===== config.mk =====
export PLATFORM = sky130hd
export DESIGN_NAME = adc_record_ctrl
export DESIGN_NICKNAME = d
export VERILOG_FILES = /design/src/rtl/adc_pkg.sv /design/src/rtl/adc_lane_packer.sv /design/src/rtl/adc_record_ctrl.sv
export SDC_FILE = /design/constraint.sdc
export NUM_CORES = 1
export LEC_CHECK = 0
export BUFFER_PORTS_ARGS = -buffer_cell sky130_fd_sc_hd__buf_4
export CORE_MARGIN = 2
export CORE_UTILIZATION = 56
export CTS_CLUSTER_DIAMETER = 120
export DETAILED_ROUTE_END_ITERATION = 10
export PLACE_DENSITY = 0.87
export SYNTH_ARGS = -nofsm -noshare
export SYNTH_HDL_FRONTEND = slang
export SYNTH_HIERARCHICAL = 1
export SYNTH_SLANG_ARGS = --single-unit
export TNS_END_PERCENT = 100

===== constraint.sdc =====
create_clock -name adc_clkinp -period 3.85 [get_ports adc_clkinp]
set_input_delay 0.77 -clock adc_clkinp [delete_from_list [all_inputs] [get_ports adc_clkinp]]
set_output_delay 0.77 -clock adc_clkinp [all_outputs]
set_load 0.01 [all_outputs]

===== src/rtl/adc_pkg.sv =====
// Shared types and helpers for the ADC record controller: capture FSM states
// and the sample-to-lane padding function used by the lane packer.
package adc_pkg;

  typedef enum logic [1:0] {
    IDLE    = 2'd0,
    ARMED   = 2'd1,
    CAPTURE = 2'd2,
    DONE    = 2'd3
  } adc_state_e;

  localparam int DEF_ADDR_W = 14;
  localparam int DEPTH      = 2 ** DEF_ADDR_W;
  localparam int PACK_MAX_W = 64;

  // Left-justify the sample, then shift back so the padding is either zeros
  // or copies of the sample MSB. Callers truncate the result to their lane width.
  function automatic logic [PACK_MAX_W-1:0] lane_pack(
    input logic [PACK_MAX_W-1:0] sample,
    input int unsigned           sample_w,
    input logic                  sign_ext
  );
    logic [PACK_MAX_W-1:0] top;
    int unsigned           sh;
    sh  = PACK_MAX_W - sample_w;
    top = sample << sh;
    if (sign_ext) lane_pack = $signed(top) >>> sh;
    else          lane_pack = top >> sh;
  endfunction

endpackage


===== src/rtl/adc_lane_packer.sv =====
// Combinational repack of NUM_CH samples (ch0 at LSBs) into LANE_W-wide lanes,
// zero-padded or sign-extended.
module adc_lane_packer
  import adc_pkg::*;
#(
  parameter int NUM_CH   = 8,
  parameter int SAMPLE_W = 12,
  parameter int LANE_W   = 16,
  parameter int SIGN_EXT = 0
) (
  input  logic [NUM_CH*SAMPLE_W-1:0] sample_i,
  output logic [NUM_CH*LANE_W-1:0]   lane_o
);

  for (genvar k = 0; k < NUM_CH; k++) begin : g_lane
    assign lane_o[k*LANE_W +: LANE_W] =
      LANE_W'(lane_pack(PACK_MAX_W'(sample_i[k*SAMPLE_W +: SAMPLE_W]),
                        SAMPLE_W, SIGN_EXT != 0));
  end

endmodule


===== src/rtl/adc_record_ctrl.sv =====
// Arm/trigger capture controller: decimates deserialized frames and writes
// them as packed lane words into the record RAM, then raises the interrupt.
module adc_record_ctrl
  import adc_pkg::*;
#(
  parameter int NUM_CH   = 8,
  parameter int SAMPLE_W = 12,
  parameter int LANE_W   = 16,
  parameter int ADDR_W   = DEF_ADDR_W,
  parameter int SIGN_EXT = 0,
  parameter int DECIM_W  = 8
) (
  input  logic                         adc_clkinp,
  input  logic                         iResetN,
  input  logic                         iStateReset,
  input  logic                         iArm,
  input  logic                         iSystemTrig,
  input  logic [ADDR_W:0]              iRecLength,
  input  logic [DECIM_W-1:0]           iDecim,
  input  logic                         iSampleValid,
  input  logic [NUM_CH*SAMPLE_W-1:0]   iSampleData,
  output logic                         oWREN,
  output logic [ADDR_W-1:0]            oWAddr,
  output logic [NUM_CH*LANE_W-1:0]     oADCData,
  output logic [NUM_CH*LANE_W/8-1:0]   oBYTEEN,
  output logic                         oRcvInterrupt,
  output logic                         oBusy,
  output logic [ADDR_W:0]              oWordCount,
  output logic                         oTrigIgnored
);

  localparam int BE_W   = NUM_CH * LANE_W / 8;
  localparam int DATA_W = NUM_CH * LANE_W;
  localparam logic [ADDR_W:0]    LEN_MAX = {1'b1, {ADDR_W{1'b0}}};
  localparam logic [ADDR_W:0]    CNT_ONE = (ADDR_W+1)'(1);
  localparam logic [DECIM_W-1:0] DC_ONE  = DECIM_W'(1);

  adc_state_e          state_q, state_d;
  logic                trig_q, trig_d;
  logic [ADDR_W:0]     len_q, len_d;
  logic [DECIM_W-1:0]  decim_q, decim_d;
  logic [DECIM_W-1:0]  dc_q, dc_d;
  logic [ADDR_W:0]     count_q, count_d;
  logic                wren_q, wren_d;
  logic [ADDR_W-1:0]   waddr_q, waddr_d;
  logic [DATA_W-1:0]   data_q, data_d;
  logic                irq_q, irq_d;
  logic                tig_q, tig_d;
  logic                trig_edge;
  logic [ADDR_W:0]     eff_len;
  logic [DATA_W-1:0]   packed_lanes;

  adc_lane_packer #(
    .NUM_CH   (NUM_CH),
    .SAMPLE_W (SAMPLE_W),
    .LANE_W   (LANE_W),
    .SIGN_EXT (SIGN_EXT)
  ) u_packer (
    .sample_i (iSampleData),
    .lane_o   (packed_lanes)
  );

  always_comb begin
    trig_edge = iSystemTrig & ~trig_q;
    eff_len   = (iRecLength > LEN_MAX) ? LEN_MAX : iRecLength;

    state_d = state_q;
    trig_d  = iSystemTrig;
    len_d   = len_q;
    decim_d = decim_q;
    dc_d    = dc_q;
    count_d = count_q;
    wren_d  = 1'b0;
    waddr_d = waddr_q;
    data_d  = data_q;
    irq_d   = irq_q;
    tig_d   = tig_q;

    // Soft reset clears everything except the trigger history, so a trigger
    // already high when it is released does not look like a fresh edge.
    if (iStateReset) begin
      state_d = IDLE;
      len_d   = '0;
      decim_d = '0;
      dc_d    = '0;
      count_d = '0;
      waddr_d = '0;
      data_d  = '0;
      irq_d   = 1'b0;
      tig_d   = 1'b0;
    end else begin
      case (state_q)
        IDLE: begin
          if (iArm) begin
            state_d = ARMED;
            count_d = '0;
            irq_d   = 1'b0;
            tig_d   = 1'b0;
          end
          if (trig_edge) tig_d = 1'b1;
        end
        ARMED: begin
          if (trig_edge) begin
            len_d   = eff_len;
            decim_d = iDecim;
            dc_d    = '0;
            count_d = '0;
            state_d = (eff_len == '0) ? DONE : CAPTURE;
          end
        end
        CAPTURE: begin
          if (trig_edge) tig_d = 1'b1;
          if (iSampleValid) begin
            if (dc_q == '0) begin
              wren_d  = 1'b1;
              waddr_d = count_q[ADDR_W-1:0];
              data_d  = packed_lanes;
              count_d = count_q + CNT_ONE;
              dc_d    = decim_q;
              if (count_q + CNT_ONE == len_q) state_d = DONE;
            end else begin
              dc_d = dc_q - DC_ONE;
            end
          end
        end
        DONE: begin
          if (trig_edge) tig_d = 1'b1;
          irq_d   = 1'b1;
          state_d = IDLE;
        end
        default: state_d = IDLE;
      endcase
    end
  end

  always_ff @(posedge adc_clkinp or negedge iResetN) begin
    if (!iResetN) begin
      state_q <= IDLE;
      trig_q  <= 1'b0;
      len_q   <= '0;
      decim_q <= '0;
      dc_q    <= '0;
      count_q <= '0;
      wren_q  <= 1'b0;
      waddr_q <= '0;
      data_q  <= '0;
      irq_q   <= 1'b0;
      tig_q   <= 1'b0;
    end else begin
      state_q <= state_d;
      trig_q  <= trig_d;
      len_q   <= len_d;
      decim_q <= decim_d;
      dc_q    <= dc_d;
      count_q <= count_d;
      wren_q  <= wren_d;
      waddr_q <= waddr_d;
      data_q  <= data_d;
      irq_q   <= irq_d;
      tig_q   <= tig_d;
    end
  end

  // oWREN is a one-cycle write strobe with no backpressure: the RAM port
  // always accepts, so address/data are valid exactly when oWREN is high.
  assign oWREN         = wren_q;
  assign oWAddr        = waddr_q;
  assign oADCData      = data_q;
  assign oBYTEEN       = {BE_W{wren_q}};
  assign oRcvInterrupt = irq_q;
  assign oBusy         = (state_q == ARMED) || (state_q == CAPTURE);
  assign oWordCount    = count_q;
  assign oTrigIgnored  = tig_q;

endmodule


Word-level counts from Yosys, hierarchy flattened
Cells that the tools add are included.
- $lt $le $gt $ge: 1
- equality and inequality tests: 11
- bitwise operators: 2
- add/sub/neg operators: 2
- mux-type cells: 45
- reductions and logical operators: 21
- operators by type and width (kind ; count):
    $mux 128 ; 4
    $mux 15 ; 9
    $mux 14 ; 4
    $mux 8 ; 7
    $pmux 15 s3 ; 1
    $pmux 8 s2 ; 1
    $add 15x1->15 const B ; 1
    $eq 15x15->1 ; 1
    $gt 15x15->1 const B ; 1
    $logic_not 15->1 ; 1
    $ne 3x3->1 const B ; 5
    $mux 2 ; 6
    $mux 1 ; 10
    $reduce_and 5->1 ; 2
    $reduce_bool 2->1 ; 5
    $reduce_and 3->1 ; 3
    $reduce_bool 3->1 ; 3
    $logic_not 8->1 ; 1
    $pmux 2 s4 ; 1
    $sub 8x1->8 const B ; 1
    $eq 2x2->1 const B ; 2
    $ne 4x4->1 const B ; 1
    $pmux 1 s2 ; 2
    $reduce_and 2->1 ; 2
    8 further kinds ; 8
- output and inout port bits: 177
- word-level logic and storage cells: 93
- register bits after elaboration: 194
- input port bits: 125

Logic depth before layout (Yosys ltp)
- depth in word-level cells: 7
- depth in mapped cells: 9
- depth with buffers taken out: 9

Modules after synthesis
The synthesis kept the hierarchy.
- by module, submodules not included (module ; area an instance (um^2) ; times used ; cells an instance):
    adc_record_ctrl ; 8196.6 ; 1 ; 684
    adc_lane_packer ; 964.7 ; 1 ; 129

Worst setup path before layout
No wires, ideal clock.
- kind: register to register
- start point: register count_q[0], in the netlist oWordCount[0]
- end point: register state_q[1]
- library setup time: 0.069 ns
- data arrival time: 2.384 ns
- buffers on the path: 1
- stages on the path, launching flop included: 10
- setup slack: 1.397 ns
- clock period less this slack: 2.453 ns
- cell sequence: dfrtp_1 > ha_1 > buf_2 > nand3_2 > or4_1 > a21o_1 > a32oi_1 > nand4_1 > or4b_1 > nand3_1
- word-level cells in the longest chain between the ends: 4
- RTL lines (element ; line ; RTL):
    start: declaration ; adc_record_ctrl.sv:43 ; logic [ADDR_W:0] count_q, count_d;
    start signal: assignment ; adc_record_ctrl.sv:155 ; count_q <= count_d;
    $add 15x1->15 ; adc_record_ctrl.sv:120 ; if (count_q + CNT_ONE == len_q) state_d = DONE;
    $eq 15x15->1 ; adc_record_ctrl.sv:120 ;
    $ne 3x3->1 (no line) ; n/a ;
    $reduce_and 5->1 (no line) ; n/a ;
    end signal: assignment ; adc_record_ctrl.sv:150 ; state_q <= state_d;
    end: declaration ; adc_record_ctrl.sv:38 ; adc_state_e state_q, state_d;
Every way passes these cells.
A chain may end at the register's enable or synchronous reset.

Worst setup path after layout
- start point: register count_q[4], in the netlist oWordCount[4]
- end point: register state_q[1]
The elaborated chain is that of the path after synthesis.

==> results.toml <==
[outcome]
status = "complete, no violations"

[job]
cap_viol_max_count = 0

[layout]
area_delta_synth_final_pct = 22.36
antenna_cells = 0
drive_above_1_share = 0.3620
regArea_um2 = 4855
final_area_um2 = 11210
nFillCells = 1092
final_net_count = 1109
multi_input_area_um2 = 3098

[detailed_routing]
routedWlPerCell_um = 17.94
dr_total_vias = 6783
drt_iter0_markers = 572
viasPerCell = 5.629
drc_errors = 0
postRouteAntennaNets = 0
wirelength_um = 21620
first_pass_iters = 5

[timing]
fin_crit_sh = 0.7799
finalMaxSlewViolations = 0
hold_viol = 0
finalCriticalPeriod_ps = 3003
fin_skew_ps = 8.488
rsz0062_at_grt = "no"
max_freq_ghz = 0.3330
setup_viol = 0
max_slew.worst_pin.slew_ps = 823.9
finalSetupTns_ps = 0
relSlewSlack = 0.4507

[setup_path]
endpoint_kind = "flip-flop"
path_common_cell = "nand4_1"
cp.required_ps = 4220
criticalPathCategory = "flip-flop to flip-flop"
rr_startpoint = "oWordCount[4]$_DFFE_PN0P_"
cp_slowest_cell = "or4_1"
worst-path-max-fanout = 13
crit_path_start_kind = "flip-flop"
reg2reg_slack_ps = 850
path_buf_inv = 0
setup.worst_path.start = "oWordCount[4]$_DFFE_PN0P_"
cpPeakStageDelay_ps = 660
crit_arrival_ps = 3370
worstPathCellList = "nand4_1 > or4_1 > a21o_1 > a32oi_1 > nand4_1 > or4b_1 > nand3_1"
worstRegToRegCells = 7
crit_family = "simple AND/OR/NAND/NOR gates"
reg2reg_to = "state_q[1]$_DFFE_PN0P_"

[synthesis]
yosysUniqueCellTypes = 61
synth_edf_count = 0
ys_seq_area_frac = 0.5299
synth_area_um2 = 9161
async_flop_share = 1.000
synth_top_area_share = 0.5299
synthFlopType = "dfrtp_1"
synth.area.top_cells = "dfrtp_1 53%, a22o_1 15%, buf_4 12%, o21ai_0 2.6%, clkbuf_1 1.6%"
synth_seq_cells = 194
synth_cells = 813
synth_area_leader_cell = "dfrtp_1"
ys_warn_count = 6
avgSynthCellArea_um2 = 11.27

[placement]
dp_hpwl_um = 14960
port_buffers = 301
globalplace.congestion = 0.8993
detailed_place.area_um2 = 10610

[die]
die_x_um = 131.9
design.die.area_um2 = 17400
die_y_um = 131.9
start_util = 0.5746
coreArea_um2 = 15940
num_rows = 46
ios = 302

[global_routing]
overflow = 0
grt_pass1_wl_um = 34490
antenna_found_initial = 0
grt_usage = 0.2461
grt_max_degree = 100
grt_pass1_vias = 6322

[clock_tree]
ctsLongestPathBuffers = 2
clk_latency_ps = 430
htree_levels = 4
cts_resized = 0
cts_root_buffer = "clkbuf_16"
cts_tree = "built"
cts.sinks = 194
cts_made_buffers = 17
clk_pin_slew_ps = 70
cts_setup_buffers = 0
cts_hold_buf = 0

[pwr]
leakagePower_nw = 5.735
p_per_area_nw_per_um2 = 481.7
ir_drop_mv = 0.3304

[worst_hold_path]
hp-class = "input port to async pin"
==> placed cells by master, fill, tap and decap left out, drive strengths merged, types with 2 or more instances in the layout <==
cell / synthesis / layout
nand4: 6 / 6
nand3: 9 / 9
o41ai: 3 / 3
mux2i: 2 / 2
dfrtp: 194 / 194
a22oi: 2 / 2
a22o: 156 / 156
clkinv: 0 / 5
xnor2: 7 / 7
a31oi: 7 / 7
nor4b: 3 / 3
o211ai: 4 / 4
bufinv: 0 / 2
nor2: 31 / 31
inv: 8 / 15
nor3b: 3 / 3
nand2b: 13 / 13
nand2: 30 / 30
or2: 3 / 3
and3: 3 / 3
nor3: 8 / 8
o21ai: 49 / 49
a32oi: 2 / 2
buf: 156 / 309
or4: 2 / 2
or3: 5 / 5
and2: 5 / 5
conb: 1 / 32
xor2: 5 / 5
nand4b: 2 / 2
o31ai: 6 / 6
ha: 8 / 8
a21oi: 16 / 16
clkbuf: 41 / 18
nor4: 6 / 6
and4: 2 / 2
==> power by group <==
group	total, W	internal, W	switching, W
clock	0.00179	0.000980	0.000810
combinational	0.00126	0.000577	0.000680
sequential	0.00235	0.00221	0.000138
total	0.00540	0.00377	0.00163
==> sequential cells by signal, summed over array words and instances, names as in the netlist <==
name / cells
oADCData: 128
len_q: 15
oWordCount: 15
oWAddr: 14
dc_q: 8
decim_q: 8
state_q: 2
oRcvInterrupt: 1
oTrigIgnored: 1
oWREN: 1
trig_q: 1
==> how the worst max path moves through the flow <==
stage                                   to  slack (ps)  cells after the start
global route        state_q[1]$_DFFE_PN0P_         740                      7
CTS                 state_q[1]$_DFFE_PN0P_         930                      7
floorplan           state_q[1]$_DFFE_PN0P_        1400                      9
detailed placement  state_q[1]$_DFFE_PN0P_         960                      7
global placement    state_q[1]$_DFFE_PN0P_        1060                      7
finish              state_q[1]$_DFFE_PN0P_         850                      7
==> Yosys cell counts (8+ instances only) <==
| master | n |
|---|---|
| clkbuf_1 | 40 |
| nand2_1 | 30 |
| a22o_1 | 155 |
| nor3_1 | 8 |
| o21ai_0 | 48 |
| buf_4 | 147 |
| a21oi_1 | 16 |
| inv_1 | 8 |
| nor2_1 | 31 |
| ha_1 | 8 |
| dfrtp_1 | 194 |
| nand2b_1 | 13 |
==> final cells by class <==
type	count	area share
repair buffers	310	0.2104
clock buffers	17	0.03795
well taps	216	0.02411
multi-input cells	445	0.2764
inverters	8	0.002679
flip-flops and latches	194	0.4331
clock inverters	15	0.01540
==> kinds of logic after synthesis <==
logic type      share of synthesized area
compound gates                     0.2107
flops                              0.5299
other cells                     0.0004093
xor+xnor                          0.01147
mux                              0.003414
fa+ha+maj                         0.01093
buf+inv                            0.1475
simple gates                      0.08563
==> metal layers <==
| layer | routed length [µm] | GRT usage |
|---|---|---|
| met5 | 0 | 0 |
| met1 | 8823 | 0.3311 |
| met3 | 1701 | 0.05959 |
| met2 | 10610 | 0.3918 |
| met4 | 487 | 0.08877 |
==> per-stage QoR <==
step / total power, W / utilization / setup slack, ps / cells / hold slack, ps
after floorplan: 0.003159 / - / 1397 / 844 / 449.6
after global placement: 0.003601 / 0.6656 / 1062 / 1173 / 467.5
after detailed placement: 0.003633 / 0.6656 / 961.7 / 1173 / 482.9
after CTS: 0.005426 / 0.7031 / 931.7 / 1205 / 446.3
after global routing: 0.005659 / 0.7031 / 739.4 / 1205 / 465.1
final: 0.005400 / 0.7031 / 847.3 / 1205 / 427.0
Note: power is estimated with default switching activity, not from simulation.
